**config.mk**
```make
export PLATFORM = sky130hd
export DESIGN_NAME = muldiv_ctrl
export DESIGN_NICKNAME = d
export VERILOG_FILES = /design/src/rtl/muldiv_ctrl_pkg.sv /design/src/rtl/muldiv_ctrl_add_sub32.sv /design/src/rtl/muldiv_ctrl.sv
export SDC_FILE = /design/constraint.sdc
export NUM_CORES = 1
export LEC_CHECK = 0
export ABC_AREA = 1
export BUFFER_PORTS_ARGS = -buffer_cell sky130_fd_sc_hd__buf_2
export CORE_MARGIN = 5
export CORE_UTILIZATION = 55
export DETAILED_ROUTE_END_ITERATION = 16
export PLACE_DENSITY = 0.75
export REMOVE_ABC_BUFFERS = 1
export SLEW_MARGIN = 20
export SYNTH_ARGS = -nofsm -noshare
export SYNTH_HDL_FRONTEND = slang
export SYNTH_SLANG_ARGS = --single-unit
```
**constraint.sdc**
```tcl
create_clock -name clk -period 5 [get_ports clk]
set_input_delay 0 -clock clk [delete_from_list [all_inputs] [get_ports clk]]
set_output_delay 0 -clock clk [all_outputs]
set_load 0.05 [all_outputs]
```
**src/rtl/muldiv_ctrl_pkg.sv**
```systemverilog
// Shared definitions for the iterative multiply/divide controller.
package muldiv_ctrl_pkg;

    localparam int unsigned DATA_W       = 32;
    localparam int unsigned PROD_W       = 2 * DATA_W;
    localparam int unsigned ITER_DEFAULT = 32;

    localparam logic OP_MUL = 1'b0;
    localparam logic OP_DIV = 1'b1;

    // Quotient reported for a divide by zero
    localparam logic [DATA_W-1:0] DIV_ZERO_Q = '1;

    typedef enum logic [2:0] {
        IDLE = 3'd0,
        PREP = 3'd1,
        CALC = 3'd2,
        FIX  = 3'd3,
        DONE = 3'd4
    } state_t;

    // Two's complement negation of one data word
    function automatic logic [DATA_W-1:0] neg32(input logic [DATA_W-1:0] x);
        return ~x + DATA_W'(1);
    endfunction

endpackage

```
**src/rtl/muldiv_ctrl_add_sub32.sv**
```systemverilog
// 32-bit adder/subtractor with carry-out; the single arithmetic unit of the datapath.
module add_sub32 (
    input  logic [31:0] x,
    input  logic [31:0] y,
    input  logic        sub,
    output logic [31:0] s,
    output logic        cout
);
    // sub=1 computes x - y; cout=1 then means no borrow (x >= y)
    assign {cout, s} = 33'(x) + 33'(y ^ {32{sub}}) + 33'(sub);

endmodule

```
**src/rtl/muldiv_ctrl.sv**
```systemverilog
// Iterative shift-add multiplier / restoring divider controller.
// Build option: define MULDIV_SIGNED_EN to honour sgn (signed operands);
// without it every operation is unsigned and no sign-correction logic exists.
module muldiv_ctrl
    import muldiv_ctrl_pkg::*;
#(
    parameter int unsigned ITER = ITER_DEFAULT
) (
    input  logic              clk,
    input  logic              rst_n,
    input  logic              start,
    input  logic              op,
    input  logic              sgn,
    input  logic [DATA_W-1:0] a,
    input  logic [DATA_W-1:0] b,
    output logic              busy,
    output logic              done,
    output logic [DATA_W-1:0] hi,
    output logic [DATA_W-1:0] lo,
    output logic              div_zero
);

    localparam int unsigned      CNT_W    = $clog2(ITER) + 1;
    localparam logic [CNT_W-1:0] CNT_LAST = CNT_W'(ITER - 1);

    state_t             state, state_d;
    logic               busy_d, done_d;
    logic               accept, b_zero;
    logic               op_q;
    logic [DATA_W-1:0]  a_q, b_q, acc_hi, acc_lo;
    logic [CNT_W-1:0]   cnt;
    logic [DATA_W-1:0]  prep_a, prep_b, fix_hi, fix_lo;
    logic [DATA_W-1:0]  add_x, add_y, add_s;
    logic               add_cout, is_div, div_ok;

    assign accept = start && (state == IDLE || state == DONE);
    assign b_zero = (b_q == '0);
    assign is_div = (op_q == OP_DIV);

    // State register with registered busy/done derived from the next state
    always_ff @(posedge clk or negedge rst_n) begin
        if (!rst_n) begin
            state <= IDLE;
            busy  <= 1'b0;
            done  <= 1'b0;
        end else begin
            state <= state_d;
            busy  <= busy_d;
            done  <= done_d;
        end
    end

    // Next-state logic
    always_comb begin
        state_d = state;
        unique case (state)
            IDLE:    if (start) state_d = PREP;
            PREP:    state_d = (is_div && b_zero) ? DONE : CALC;
            CALC:    if (cnt == CNT_LAST) state_d = FIX;
            FIX:     state_d = DONE;
            DONE:    state_d = start ? PREP : IDLE;
            default: state_d = IDLE;
        endcase
    end

    // Output decode for the cycle after the edge
    always_comb begin
        busy_d = 1'b0;
        done_d = 1'b0;
        if (state_d == PREP || state_d == CALC || state_d == FIX) busy_d = 1'b1;
        if (state_d == DONE) done_d = 1'b1;
    end

    // Operand selection for the shared adder: divide trial-subtract or multiply accumulate
    assign add_x  = is_div ? {acc_hi[DATA_W-2:0], acc_lo[DATA_W-1]} : acc_hi;
    assign add_y  = (is_div || acc_lo[0]) ? b_q : '0;
    assign div_ok = acc_hi[DATA_W-1] | add_cout;

    add_sub32 u_add_sub (
        .x    (add_x),
        .y    (add_y),
        .sub  (is_div),
        .s    (add_s),
        .cout (add_cout)
    );

`ifdef MULDIV_SIGNED_EN
    logic                sgn_q, neg_res, neg_rem, sa, sb;
    logic [PROD_W-1:0]   prod_neg;

    assign sa       = sgn_q & a_q[DATA_W-1];
    assign sb       = sgn_q & b_q[DATA_W-1];
    assign prep_a   = sa ? neg32(a_q) : a_q;
    assign prep_b   = sb ? neg32(b_q) : b_q;
    assign prod_neg = ~{acc_hi, acc_lo} + PROD_W'(1);

    // Capture signedness on accept and latch result signs while preparing
    always_ff @(posedge clk or negedge rst_n) begin
        if (!rst_n) begin
            sgn_q   <= 1'b0;
            neg_res <= 1'b0;
            neg_rem <= 1'b0;
        end else if (accept) begin
            sgn_q <= sgn;
        end else if (state == PREP) begin
            neg_res <= sa ^ sb;
            neg_rem <= sa;
        end
    end

    // Sign correction of the magnitude result
    always_comb begin
        fix_hi = acc_hi;
        fix_lo = acc_lo;
        if (!is_div) begin
            if (neg_res) {fix_hi, fix_lo} = prod_neg;
        end else begin
            if (neg_res) fix_lo = neg32(acc_lo);
            if (neg_rem) fix_hi = neg32(acc_hi);
        end
    end
`else
    logic unused_sgn;
    assign unused_sgn = sgn;
    assign prep_a     = a_q;
    assign prep_b     = b_q;
    assign fix_hi     = acc_hi;
    assign fix_lo     = acc_lo;
`endif

    // Operand capture, iteration datapath and result registers
    always_ff @(posedge clk or negedge rst_n) begin
        if (!rst_n) begin
            op_q     <= OP_MUL;
            a_q      <= '0;
            b_q      <= '0;
            acc_hi   <= '0;
            acc_lo   <= '0;
            cnt      <= '0;
            hi       <= '0;
            lo       <= '0;
            div_zero <= 1'b0;
        end else begin
            unique case (state)
                IDLE, DONE: begin
                    if (start) begin
                        op_q     <= op;
                        a_q      <= a;
                        b_q      <= b;
                        div_zero <= 1'b0;
                    end
                end
                PREP: begin
                    cnt    <= '0;
                    acc_hi <= '0;
                    acc_lo <= prep_a;
                    b_q    <= prep_b;
                    if (is_div && b_zero) begin
                        hi       <= a_q;
                        lo       <= DIV_ZERO_Q;
                        div_zero <= 1'b1;
                    end
                end
                CALC: begin
                    cnt <= cnt + CNT_W'(1);
                    if (is_div) begin
                        acc_hi <= div_ok ? add_s : add_x;
                        acc_lo <= {acc_lo[DATA_W-2:0], div_ok};
                    end else begin
                        acc_hi <= {add_cout, add_s[DATA_W-1:1]};
                        acc_lo <= {add_s[0], acc_lo[DATA_W-1:1]};
                    end
                end
                FIX: begin
                    hi <= fix_hi;
                    lo <= fix_lo;
                end
                default: ;
            endcase
        end
    end

endmodule

```
==> results.json <==
{
  "io_buffers": 134,
  "report.final.setup_viol": 0,
  "nets_final": 2063,
  "via_count": 12203,
  "finalWorstPathRequiredPeriod_ps": 3631,
  "maxSlewViolCount": 0,
  "grt_antenna_before_repair": 0,
  "die_height_um": 161.8,
  "detail_route.iter0.violations": 985,
  "syn_to_final_growth_pct": 17.54,
  "chipWidth_um": 161.8,
  "tritoncts": "yes",
  "place_hpwl_um": 24750,
  "synth-edff-count": 0,
  "wirelength_um": 35090,
  "synthArstFlopShare_pct": 100.0,
  "worst_pin_slew_ps": 1010,
  "crit_required_ps": 5400,
  "critical_path.startpoint": "is_div$_DFFE_PN0P_",
  "remaining_drc_errors": 0,
  "final.setup_skew_ps": 13.43,
  "pin_count_of_the_biggest_net_entering_global_routing": 118,
  "cts_setup_buffers": 0,
  "synthesis_warning_total": 0,
  "worstPathMaxFanout": 53,
  "synthDominantCellAreaShare_pct": 40.50,
  "gpl.final_weighted_congestion": 0.9510,
  "num_rows": 55,
  "crit_path_start_kind": "register",
  "worstPathCellList": "inv_2, buf_4, o21ai_0, nand2_1, inv_1, fa_1, nand2_1, nand2_1, nand3_2, nand2_2, nand2_2, nand2_4, nand2_4, nand3_4, nor2_4, inv_2, nor2_1, nor2_1, nand2_1, nand2_1",
  "critical-path-top-cell-by-count": "sky130_fd_sc_hd__nand2_1",
  "hp-class": "in2async",
  "post_synthesis_instance_area_um2": 12670,
  "slowest_stage": "sky130_fd_sc_hd__dfrtp_4",
  "timing.critical_path.buf_inv": 4,
  "most_common_library_cell_in_the_layout_ignoring_fill_and_taps": "sky130_fd_sc_hd__nand2_1",
  "timing.rr.start": "is_div$_DFFE_PN0P_",
  "synth_cells": 1812,
  "grt_setup_unrepaired": "false",
  "post_synth_num_cell_types": 48,
  "synth.yosys.seq_area_share_pct": 40.50,
  "inserted_clock_buffers": 24,
  "cp_top_family": "simple AND/OR/NAND/NOR gates",
  "syn-mean-instance-area_um2": 6.991,
  "number_of_filler_cells_placed_in_the_layout": 2042,
  "clock_sinks": 205,
  "synth_top_area_cell": "sky130_fd_sc_hd__dfrtp_1",
  "first_global_vias": 11578,
  "gr-total-overflow": 0,
  "clock_latency_ps": 510,
  "clock_pin_transition_on_the_worst_setup_and_hold_timing_paths_ps": 60,
  "worst_r2r_path_depth": 20,
  "finalCoreUtilization_pct": 65.76,
  "grt_first_pass_wirelength_um": 57550,
  "cp-end-kind": "register",
  "cap_viol_max_count": 0,
  "synth_area_leaders": "sky130_fd_sc_hd__dfrtp_1 40%, sky130_fd_sc_hd__nand2_1 17%, sky130_fd_sc_hd__o21ai_0 10%",
  "design.die.area_um2": 26170,
  "via_per_inst": 5.392,
  "clock.fmax_mhz": 275.4,
  "clk_root_buffer_cell": "sky130_fd_sc_hd__clkbuf_16",
  "layout.cells.most_common_list": "583 x sky130_fd_sc_hd__nand2_1, 257 x sky130_fd_sc_hd__o21ai_0, 222 x sky130_fd_sc_hd__inv_1, 204 x sky130_fd_sc_hd__dfrtp_1, 133 x sky130_fd_sc_hd__buf_2",
  "instance_count_on_the_critical_path": 20,
  "slew_headroom_pct": 32.57,
  "cpPeakStageDelay_ps": 590,
  "floorplan.initialDensity_pct": 55.95,
  "wl_per_cell_um": 15.50,
  "worstPathArrival_ps": 4030,
  "detail-route-antenna-nets": 0,
  "synthFlopType": "sky130_fd_sc_hd__dfrtp_1",
  "drt-pass1-iter-count": 5,
  "cts.path.max_buffers": 3,
  "postSynthRegisterBits": 205,
  "grt_usage_pct": 26.47,
  "setup.worst_path.class": "reg2reg",
  "drive_gt1_share_pct": 12.23,
  "fp.coreArea_um2": 22640,
  "timing.final.crit_share_pct": 72.62,
  "antenna_cells_inserted": 0,
  "status": "finished, final reports clean",
  "number_of_gates_given_a_new_drive_strength_after_cts": 0,
  "design.portCount": 136,
  "report.final.hold_viol_count": 0,
  "clock_tree.htree_level_count": 1
}
-- synthesized netlist by cell type (2+ instances only) --
cell type and n:
sky130_fd_sc_hd__buf_4 2, sky130_fd_sc_hd__nand3_2 7, sky130_fd_sc_hd__buf_2 15, sky130_fd_sc_hd__clkbuf_1 71, sky130_fd_sc_hd__nor2_4 5, sky130_fd_sc_hd__o21bai_1 6, sky130_fd_sc_hd__buf_1 3, sky130_fd_sc_hd__a21oi_4 3
sky130_fd_sc_hd__o22ai_1 20, sky130_fd_sc_hd__a31oi_1 15, sky130_fd_sc_hd__nor3_1 11, sky130_fd_sc_hd__nand2_2 13, sky130_fd_sc_hd__inv_2 8, sky130_fd_sc_hd__nor4_1 6, sky130_fd_sc_hd__nand2_4 3, sky130_fd_sc_hd__o21ai_0 257
sky130_fd_sc_hd__dfrtp_1 205, sky130_fd_sc_hd__nor2_2 2, sky130_fd_sc_hd__xnor2_1 9, sky130_fd_sc_hd__a21o_1 4, sky130_fd_sc_hd__inv_1 225, sky130_fd_sc_hd__o21ai_1 4, sky130_fd_sc_hd__xor2_1 8, sky130_fd_sc_hd__ha_1 32
sky130_fd_sc_hd__a21oi_1 59, sky130_fd_sc_hd__nand3b_1 4, sky130_fd_sc_hd__nand3_1 95, sky130_fd_sc_hd__o221ai_1 15, sky130_fd_sc_hd__nor2_1 86, sky130_fd_sc_hd__nand2_1 584, sky130_fd_sc_hd__nand4_1 18
-- repair_timing --
item	in CTS	in global routing
hold endpoints to repair	180	0
hold buffers	66	0
setup endpoints to repair	0	0
-- kinds of logic after synthesis --
logic type | synth area share, %
adders and majority gates | 3.319
DFF | 40.50
AOI/OAI and AO/OA | 16.85
buffers and inverters | 10.14
xor gates and xnor gates | 1.175
and+or+nand+nor | 28.01
-- flip-flops by register name (all words and copies together), names as in the netlist --
name,cells
cnt,6
hi,32
done,1
acc_lo,32
lo,32
div_zero,1
a_q,32
acc_hi,32
busy,1
b_q,32
state,3
is_div,1
-- per-stage QoR --
stage               hold slack [ps]  setup WS (ps)  std cells  setup TNS (ps)  cell area, µm²
floorplan                    -295.6          -3170       1719         -123810           12270
global placement              187.8           1445       2154               0           13450
detailed placement            181.0           1397       2154               0           13450
CTS                           205.0           1382       2263               0           14890
global route                  235.7           1039       2263               0           14890
finish                        141.8           1369       2263               0           14890
-- area by class of cell --
type / instances / area, µm² / share of cell area (%)
flip-flops and latches: 205 / 5134 / 34.48
clock inverters: 3 / 20.02 / 0.1345
repair buffers: 216 / 1460 / 9.807
multi-input cells: 1280 / 6270 / 42.11
clock buffers: 40 / 762.0 / 5.118
well taps: 285 / 356.6 / 2.395
inverters: 234 / 887.1 / 5.958
-- per-layer routing --
metal  vias up  global-route usage (%)  part of all wire, %
met5         -                       0                    0
met4         0                   6.882                  2.4
met3        55                   3.451                  6.5
met2       375                   43.21                   46
met1      5627                   37.62                   45
li1       6146                       -                    -
-- worst paths after layout --
path | endpoint | slack, ps
worst min-delay path | b_q[3]$_DFFE_PN0P_ | 140
worst min register to register | div_zero$_DFFE_PN0P_ | 490
worst max-delay path | acc_hi[30]$_DFFE_PN0P_ | 1370
min in group clk | b_q[19]$_DFFE_PN0P_ | 230
worst max register to register | acc_hi[30]$_DFFE_PN0P_ | 1370
max in group asynchronous | lo[26]$_DFFE_PN0P_ | 3550
Power is left out: the tool's default activity adds up to more than one toggle a clock period on the data nets, which glitch-free logic cannot reach.
